**config.mk**
```make
export PLATFORM = sky130hd
export DESIGN_NAME = p4_writeback_flat
export DESIGN_NICKNAME = d
export VERILOG_FILES = /design/src/rtl/p4_writeback_if.sv /design/src/rtl/p4_writeback.sv /design/src/flat_wrapper.sv
export SDC_FILE = /design/constraint.sdc
export NUM_CORES = 1
export LEC_CHECK = 0
export ABC_AREA = 0
export CORE_MARGIN = 8
export CORE_UTILIZATION = 56
export DETAILED_ROUTE_END_ITERATION = 16
export HOLD_SLACK_MARGIN = 0.15
export PLACE_DENSITY = 0.88
export SLEW_MARGIN = 20
export SYNTH_ARGS = -nofsm -noshare
export SYNTH_HDL_FRONTEND = slang
export SYNTH_SLANG_ARGS = --single-unit
```
**constraint.sdc**
```tcl
create_clock -name clk -period 4 [get_ports clk]
set_clock_uncertainty 0.2 [all_clocks]
set_input_delay 1.2 -clock clk [delete_from_list [all_inputs] [get_ports clk]]
set_output_delay 1.2 -clock clk [all_outputs]
set_load 0.05 [all_outputs]
```
**src/rtl/p4_writeback_if.sv**
```systemverilog
// Writeback stage bus: p3 commit request, decode read ports and debug/retire outputs.
// master drives the stage inputs (p3 + decode); slave is the writeback stage itself.
interface p4_writeback_if #(
    parameter int DATA_W = 16,
    parameter int AW     = 3
);
    logic              writeRegp3;
    logic [AW-1:0]     regAddressp3;
    logic [DATA_W-1:0] aluOutput;
    logic              readEnable;
    logic [DATA_W-1:0] memData;
    logic              stall;
    logic [AW-1:0]     rdAddr1;
    logic [AW-1:0]     rdAddr2;
    logic [DATA_W-1:0] rdData1;
    logic [DATA_W-1:0] rdData2;
    logic              wbValid;
    logic [AW-1:0]     wbAddr;
    logic [DATA_W-1:0] wbData;
    logic [DATA_W-1:0] retireCount;

    modport master (
        output writeRegp3, regAddressp3, aluOutput, readEnable, memData, stall,
        output rdAddr1, rdAddr2,
        input  rdData1, rdData2, wbValid, wbAddr, wbData, retireCount
    );

    modport slave (
        input  writeRegp3, regAddressp3, aluOutput, readEnable, memData, stall,
        input  rdAddr1, rdAddr2,
        output rdData1, rdData2, wbValid, wbAddr, wbData, retireCount
    );
endinterface

```
**src/rtl/p4_writeback.sv**
```systemverilog
// Writeback: picks ALU or load data, commits it to the 8x16 register file, serves bypassed reads.
// Latency: one edge to commit; backpressure: stall suppresses the commit, there is no ready.
module p4_writeback #(
    parameter int DATA_W = 16,
    parameter int NREG   = 8
) (
    input  logic          clk,
    input  logic          rst_n,
    p4_writeback_if.slave bus
);
    logic [DATA_W-1:0] regs [NREG];
    logic [DATA_W-1:0] wdata;
    logic              we;

    assign wdata = bus.readEnable ? bus.memData : bus.aluOutput;
    assign we    = bus.writeRegp3 & ~bus.stall;

    // Same-cycle forwarding only for a write that will actually commit at the next edge.
    always_comb begin
        bus.rdData1 = regs[bus.rdAddr1];
        bus.rdData2 = regs[bus.rdAddr2];
        if (we && (bus.rdAddr1 == bus.regAddressp3))
            bus.rdData1 = wdata;
        if (we && (bus.rdAddr2 == bus.regAddressp3))
            bus.rdData2 = wdata;
    end

    always_ff @(posedge clk or negedge rst_n) begin
        if (!rst_n) begin
            for (int i = 0; i < NREG; i++)
                regs[i] <= '0;
            bus.wbValid     <= 1'b0;
            bus.wbAddr      <= '0;
            bus.wbData      <= '0;
            bus.retireCount <= '0;
        end else if (we) begin
            regs[bus.regAddressp3] <= wdata;
            bus.wbValid            <= 1'b1;
            bus.wbAddr             <= bus.regAddressp3;
            bus.wbData             <= wdata;
            bus.retireCount        <= bus.retireCount + DATA_W'(1);
        end else begin
            bus.wbValid <= 1'b0;
        end
    end
endmodule

```
**src/flat_wrapper.sv**
```systemverilog
// flat-port wrapper written by rule: the top's interface ports become plain ports
module p4_writeback_flat 
#(
    parameter int DATA_W = 16,
    parameter int NREG   = 8
)
  (clk, rst_n, bus_writeRegp3, bus_regAddressp3, bus_aluOutput, bus_readEnable, bus_memData, bus_stall, bus_rdAddr1, bus_rdAddr2, bus_rdData1, bus_rdData2, bus_wbValid, bus_wbAddr, bus_wbData, bus_retireCount);
  p4_writeback_if #(.DATA_W(DATA_W)) bus_i ();
  input  logic clk;
  input  logic rst_n;
  input wire logic [$bits(bus_i.writeRegp3)-1:0] bus_writeRegp3;
  input wire logic [$bits(bus_i.regAddressp3)-1:0] bus_regAddressp3;
  input wire logic [$bits(bus_i.aluOutput)-1:0] bus_aluOutput;
  input wire logic [$bits(bus_i.readEnable)-1:0] bus_readEnable;
  input wire logic [$bits(bus_i.memData)-1:0] bus_memData;
  input wire logic [$bits(bus_i.stall)-1:0] bus_stall;
  input wire logic [$bits(bus_i.rdAddr1)-1:0] bus_rdAddr1;
  input wire logic [$bits(bus_i.rdAddr2)-1:0] bus_rdAddr2;
  output wire logic [$bits(bus_i.rdData1)-1:0] bus_rdData1;
  output wire logic [$bits(bus_i.rdData2)-1:0] bus_rdData2;
  output wire logic [$bits(bus_i.wbValid)-1:0] bus_wbValid;
  output wire logic [$bits(bus_i.wbAddr)-1:0] bus_wbAddr;
  output wire logic [$bits(bus_i.wbData)-1:0] bus_wbData;
  output wire logic [$bits(bus_i.retireCount)-1:0] bus_retireCount;
  assign bus_i.writeRegp3 = bus_writeRegp3;
  assign bus_i.regAddressp3 = bus_regAddressp3;
  assign bus_i.aluOutput = bus_aluOutput;
  assign bus_i.readEnable = bus_readEnable;
  assign bus_i.memData = bus_memData;
  assign bus_i.stall = bus_stall;
  assign bus_i.rdAddr1 = bus_rdAddr1;
  assign bus_i.rdAddr2 = bus_rdAddr2;
  assign bus_rdData1 = bus_i.rdData1;
  assign bus_rdData2 = bus_i.rdData2;
  assign bus_wbValid = bus_i.wbValid;
  assign bus_wbAddr = bus_i.wbAddr;
  assign bus_wbData = bus_i.wbData;
  assign bus_retireCount = bus_i.retireCount;
  p4_writeback #(.DATA_W(DATA_W), .NREG(NREG)) u_core (.clk(clk), .rst_n(rst_n), .bus(bus_i));
endmodule
```
Yosys cells after proc, flatten, opt, wreduce, memory -nomap -nowiden
Cells that the tools add are included.
Storage, ports and cells
  output and inout bits: 68
  register bits: 164
  input bits: 46
  logic and storage cells: 40
Operators by class
  reductions and logical operators: 3
  equality and inequality tests: 2
  multiplexer cells: 13
  add/subtract/negate cells: 1
  $lt $le $gt $ge: 4
  bitwise gates (word level): 5
Operators with widths (count)
  128-bit bitwise mux: 1
  16-bit two-way mux: 8
  16-bit binary-select mux with 3-bit select: 2
  16-bit demux with 3-bit select: 1
  16-bit by 1-bit adder with 16-bit output (second input constant): 1
  4-bit greater-or-equal comparator (second input constant): 3
  3-bit NOT with 4-bit output: 3
  3-bit == test: 2
  4-bit by 1-bit < comparator with 1-bit output (second input constant): 1
  1-bit logical AND: 3
  1-bit bitwise AND: 1
  1-bit two-way mux: 1
  1-bit NOT: 1

Longest topological paths before layout
  depth after elaboration: 6
  mapped depth: 8
  mapped depth without buffers: 5

Least setup slack after synthesis
No wires, ideal clock.
  path type: input-to-output
  from: input bus_stall
  to: output bus_rdData1[10]
  data required time: 2.600 ns
  data arrival time: 2.880 ns
  setup slack: -0.280 ns
  path buffers: 3
  stages: 7
  path through: nand2b_1 buf_2 inv_1 buf_6 nand4_4 buf_4 mux2i_1
Between the ends
  word-level cells in the longest chain between the ends: 4
Ends and longest elaborated chain
  from (decl): RTL line flat_wrapper.sv:16  | input wire logic [$bits(bus_i.stall)-1:0] bus_stall;
  1-bit NOT: RTL line p4_writeback.sv:16  | assign we = bus.writeRegp3 & ~bus.stall;
  1-bit bitwise AND: RTL line p4_writeback.sv:16
  named net u_core.we: RTL line p4_writeback.sv:13  | logic we;
  1-bit logical AND: RTL line p4_writeback.sv:22  | if (we && (bus.rdAddr1 == bus.regAddressp3))
  16-bit two-way mux: RTL line p4_writeback.sv:22
  to (decl): RTL line flat_wrapper.sv:19  | output wire logic [$bits(bus_i.rdData1)-1:0] bus_rdData1;
The timed path passes the listed nets, and every way through them passes these cells.

Worst setup path after layout
  from: input bus_rdAddr2[1]
  to: output bus_rdData2[3]
Between the ends
  word-level cells in the longest chain between the ends: 5
  elaborated cells on any way between the ends: 7
  classes of those cells: 1 x eq/ne; 4 x mux; 1 x bitwise; 1 x reduce/logical
Ends and longest elaborated chain
  from (decl): RTL line flat_wrapper.sv:18  | input wire logic [$bits(bus_i.rdAddr2)-1:0] bus_rdAddr2;
  3-bit NOT with 4-bit output (not written as such): RTL line p4_writeback.sv:21  | bus.rdData2 = regs[bus.rdAddr2];
  16-bit binary-select mux with 3-bit select: RTL line p4_writeback.sv:21
  16-bit two-way mux (not written as such) (2 in series): RTL line p4_writeback.sv:21
  16-bit two-way mux *: RTL line p4_writeback.sv:24  | if (we && (bus.rdAddr2 == bus.regAddressp3))
  to (decl): RTL line flat_wrapper.sv:20  | output wire logic [$bits(bus_i.rdData2)-1:0] bus_rdData2;
Every way passes the cells marked *; elsewhere a longest branch is shown, timed or not. The select of a mux whose other input is x is not followed.

==> impl_metrics.tcl <==
set metrics [dict create \
    hold_viol_final 0 \
    synth_area_leaders "dfrtp_1, mux4_2, mux2i_1, nand2_1, o21ai_0" \
    wl_mm 34.26 \
    synth_top_area_share_pct 47.93 \
    path_max_fanout 5 \
    cap_violations 0 \
    violations "negative setup slack" \
    clkPwrFrac_pct 24.4 \
    required_ps 2600 \
    fin_crit_sh_pct 103.1 \
    layout-drive-gt1-share_pct 34.86 \
    rows 45 \
    setup_violations 14 \
    clkTransAtPathRegs_ps 60 \
    die_height_um 139.7 \
    cp-end-kind "output pin" \
    min_period_ps 4122 \
    multi_input_area_um2 4768 \
    netlist_instances 741 \
    layout_setup_ws_ps -122.1 \
    wl_per_cell_um 31.63 \
    grt_overflow_total 0 \
    synth_top_family_by_area "multiplexers" \
    die_w_um 139.7 \
    crit_arrival_ps 2720 \
    drv_slew 0 \
    ir_drop_mv 0.4150 \
    synthAdderAreaFrac_pct 0.1461 \
    dp_hpwl_mm 16.17 \
    synth_common_cells "dfrtp_1, nand2_1, mux2i_1, nor2_1, o21ai_0" \
    path_buf_inv 3 \
    place_area_um2 10730 \
    grt_pass1_wl_mm 47.13 \
    p_int_mw 4.259 \
    worstSkewPairLatency_ps 440 \
    synth_area_um2 8563 \
    avgSynthCellArea_um2 11.56 \
    antenna_found_initial 0 \
    cp_slowest_cell "xnor2_2" \
    synth_compound_area_share_pct 9.234 \
    cts_sinks 164 \
    path_delay_family "buffers and inverters" \
    pwr-share-seq_pct 34.7 \
    port_buffers 113 \
    drt_iter0_markers 1403 \
    grtUsageTotal_pct 32.10 \
    yosys.area.top_type "dfrtp_1" \
    swShare_pct 37.96 \
    synthMuxAreaShare_pct 26.18 \
    yosysWarnings 0 \
    power_leakage_nw 5.056 \
    nets 931 \
    cp_cell_sequence "clkbuf_4 > xnor2_2 > nand4_4 > buf_8 > mux2i_4 > buf_12" \
    hold_path_class "flip-flop to flip-flop" \
    synth_edf_count 0 \
    synth-simple-area-share_pct 9.512 \
    ys.flop_type "dfrtp_1" \
    seq_area_frac_synth_pct 47.93 \
    clk_path_buf_depth 2 \
    status "finished with violations" \
    r2r_setup_slack_ps 2220 \
    grt_pass1_vias 7808 \
    p_per_area_nw_per_um2 567.1 \
    p_sw_mw 2.606 \
    viasPerCell 7.247 \
    synth-xor-area-share_pct 2.148 \
    coreArea_um2 15090 \
    io_pins 114 \
    start_util_pct 56.75 \
    worstMarginPinSlew_ps 804.0 \
    clockRootBuffer "clkbuf_16" \
    vias 7848 \
    stdcell_area_um2 12110 \
    ys_types 30 \
    gp_congestion 0.8208 \
    relSlewSlack_pct 45.83 \
    slowest_delay_ps 370 \
    fmax_mhz 242.6 \
    fill_cells 701 \
    syn_nets 788 \
    pwr-share-comb_pct 40.8 \
    async_flop_share_pct 100.0 \
    drc_errors 0 \
    worstSetupPathType "primary input to output pin" \
    dr.pass1.iters 6 \
    htreeDepth 4 \
    numCtsBuffers 17 \
    p_total_mw 6.865 \
    yosysMostFrequentCell "dfrtp_1" \
    cts_tree "done" \
    regArea_um2 4104 \
    startpoint_type "primary input" \
    grt_max_degree 68 \
    design.die.area_um2 19500 \
    antennaDiodeCount 0 \
    ys_ff_latch 164 \
    syn2layout_area_growth_pct 41.37 \
    postRouteAntennaNets 0 \
]
[flip-flops by register name (all words and copies together), names as in the netlist]
signal / flops
u_core.regs: 128
u_core.bus.retireCount: 16
u_core.bus.wbData: 16
u_core.bus.wbAddr: 3
u_core.bus.wbValid: 1
[worst register-to-register path: stages, from the launching register on]
cell	delay, ps
dfrtp_1	450
ha_1	210
inv_1	60
nor3_1	420
nand4_1	170
xnor2_1	150
[cell usage in the layout, fill, tap and decap left out, types with 2 or more instances in the layout]
master	instances
dfrtp_1	164
nand2_1	94
clkdlybuf4s50_1	68
nor2_1	66
o21ai_0	66
mux4_2	64
a21oi_1	64
buf_4	60
buf_12	49
mux2i_4	47
clkbuf_16	18
mux2i_1	17
mux2i_2	16
o21ai_2	16
xnor2_1	13
nand3_1	7
clkbuf_2	6
xnor2_2	5
nand4_1	4
inv_1	3
and4_1	3
nor3_1	3
clkinv_2	3
bufinv_16	3
clkbuf_1	3
buf_16	3
buf_8	3
buf_6	3
clkinvlp_4	2
nand4_4	2
nor3_4	2
xor2_1	2
[through the flow]
step / hold slack, ps / setup TNS, ps / cells / utilization, % / setup WS (ps)
6_report: 273.6 / -389.0 / 1083 / 80.22 / -122.1
3_5_place_dp: 271.6 / -9173 / 1040 / 71.09 / -375.4
5_1_grt: 291.1 / -793.4 / 1083 / 80.22 / -169.4
4_1_cts: 282.1 / 0 / 1078 / 79.01 / 0.1961
3_3_place_gp: 258.0 / -7981 / 1040 / 71.09 / -363.2
2_1_floorplan: 260.9 / -2883 / 741 / - / -134.6
[worst paths after layout]
check | startpoint | end | cells past startpoint
max | bus_rdAddr2[1] | bus_rdData2[3] | 6
max in group asynchronous | rst_n | u_core.regs[104] | 2
min in group asynchronous | rst_n | u_core.regs[80] | 1
min reg2reg | u_core.bus.retireCount[15] | u_core.bus.retireCount[15] | 1
min | u_core.bus.retireCount[15] | u_core.bus.retireCount[15] | 1
max reg2reg | u_core.bus.retireCount[0] | u_core.bus.retireCount[10] | 5
[per-layer routing]
layer,share of wire (%),vias up,GRT usage (%)
met5,0,-,0
li1,-,2932,-
met2,46,904,50.31
met1,32,3759,38.16
met3,14,253,9.576
met4,7.6,0,20.97
[cells by family (layout without fill, tap and decap cells)]
logic type | count (synthesis) | after routing
xor+xnor | 21 | 21
simple gates | 186 | 186
compound gates | 146 | 146
flops | 164 | 164
mux | 144 | 144
buf+inv | 79 | 233
fa+ha+maj | 1 | 1
[repair_timing]
action,4_1_cts,5_1_grt
hold buffers,0,0
endpoints found under the setup margin,32,31
pin swaps,3,4
cloned,4,1
buffers inserted,4,5
gates resized for setup,105,37
[area by class of cell]
class	instances	area share, %
repair buffers	198	19.78
multi-input cells	498	39.39
flip-flops and latches	164	33.90
clock buffers	21	3.721
clock inverters	9	1.075
well taps	188	1.943
inverters	5	0.1860
[power by group through the flow]
stage	Combinational [mW]	Clock (mW)	Sequential, mW
2_1_floorplan	1.25	0	2.40
3_3_place_gp	2.24	0	2.27
3_5_place_dp	2.33	0	2.31
4_1_cts	2.58	1.65	2.31
5_1_grt	2.89	1.73	2.39
6_report	2.80	1.68	2.39
(Power assumes the default switching activity.)
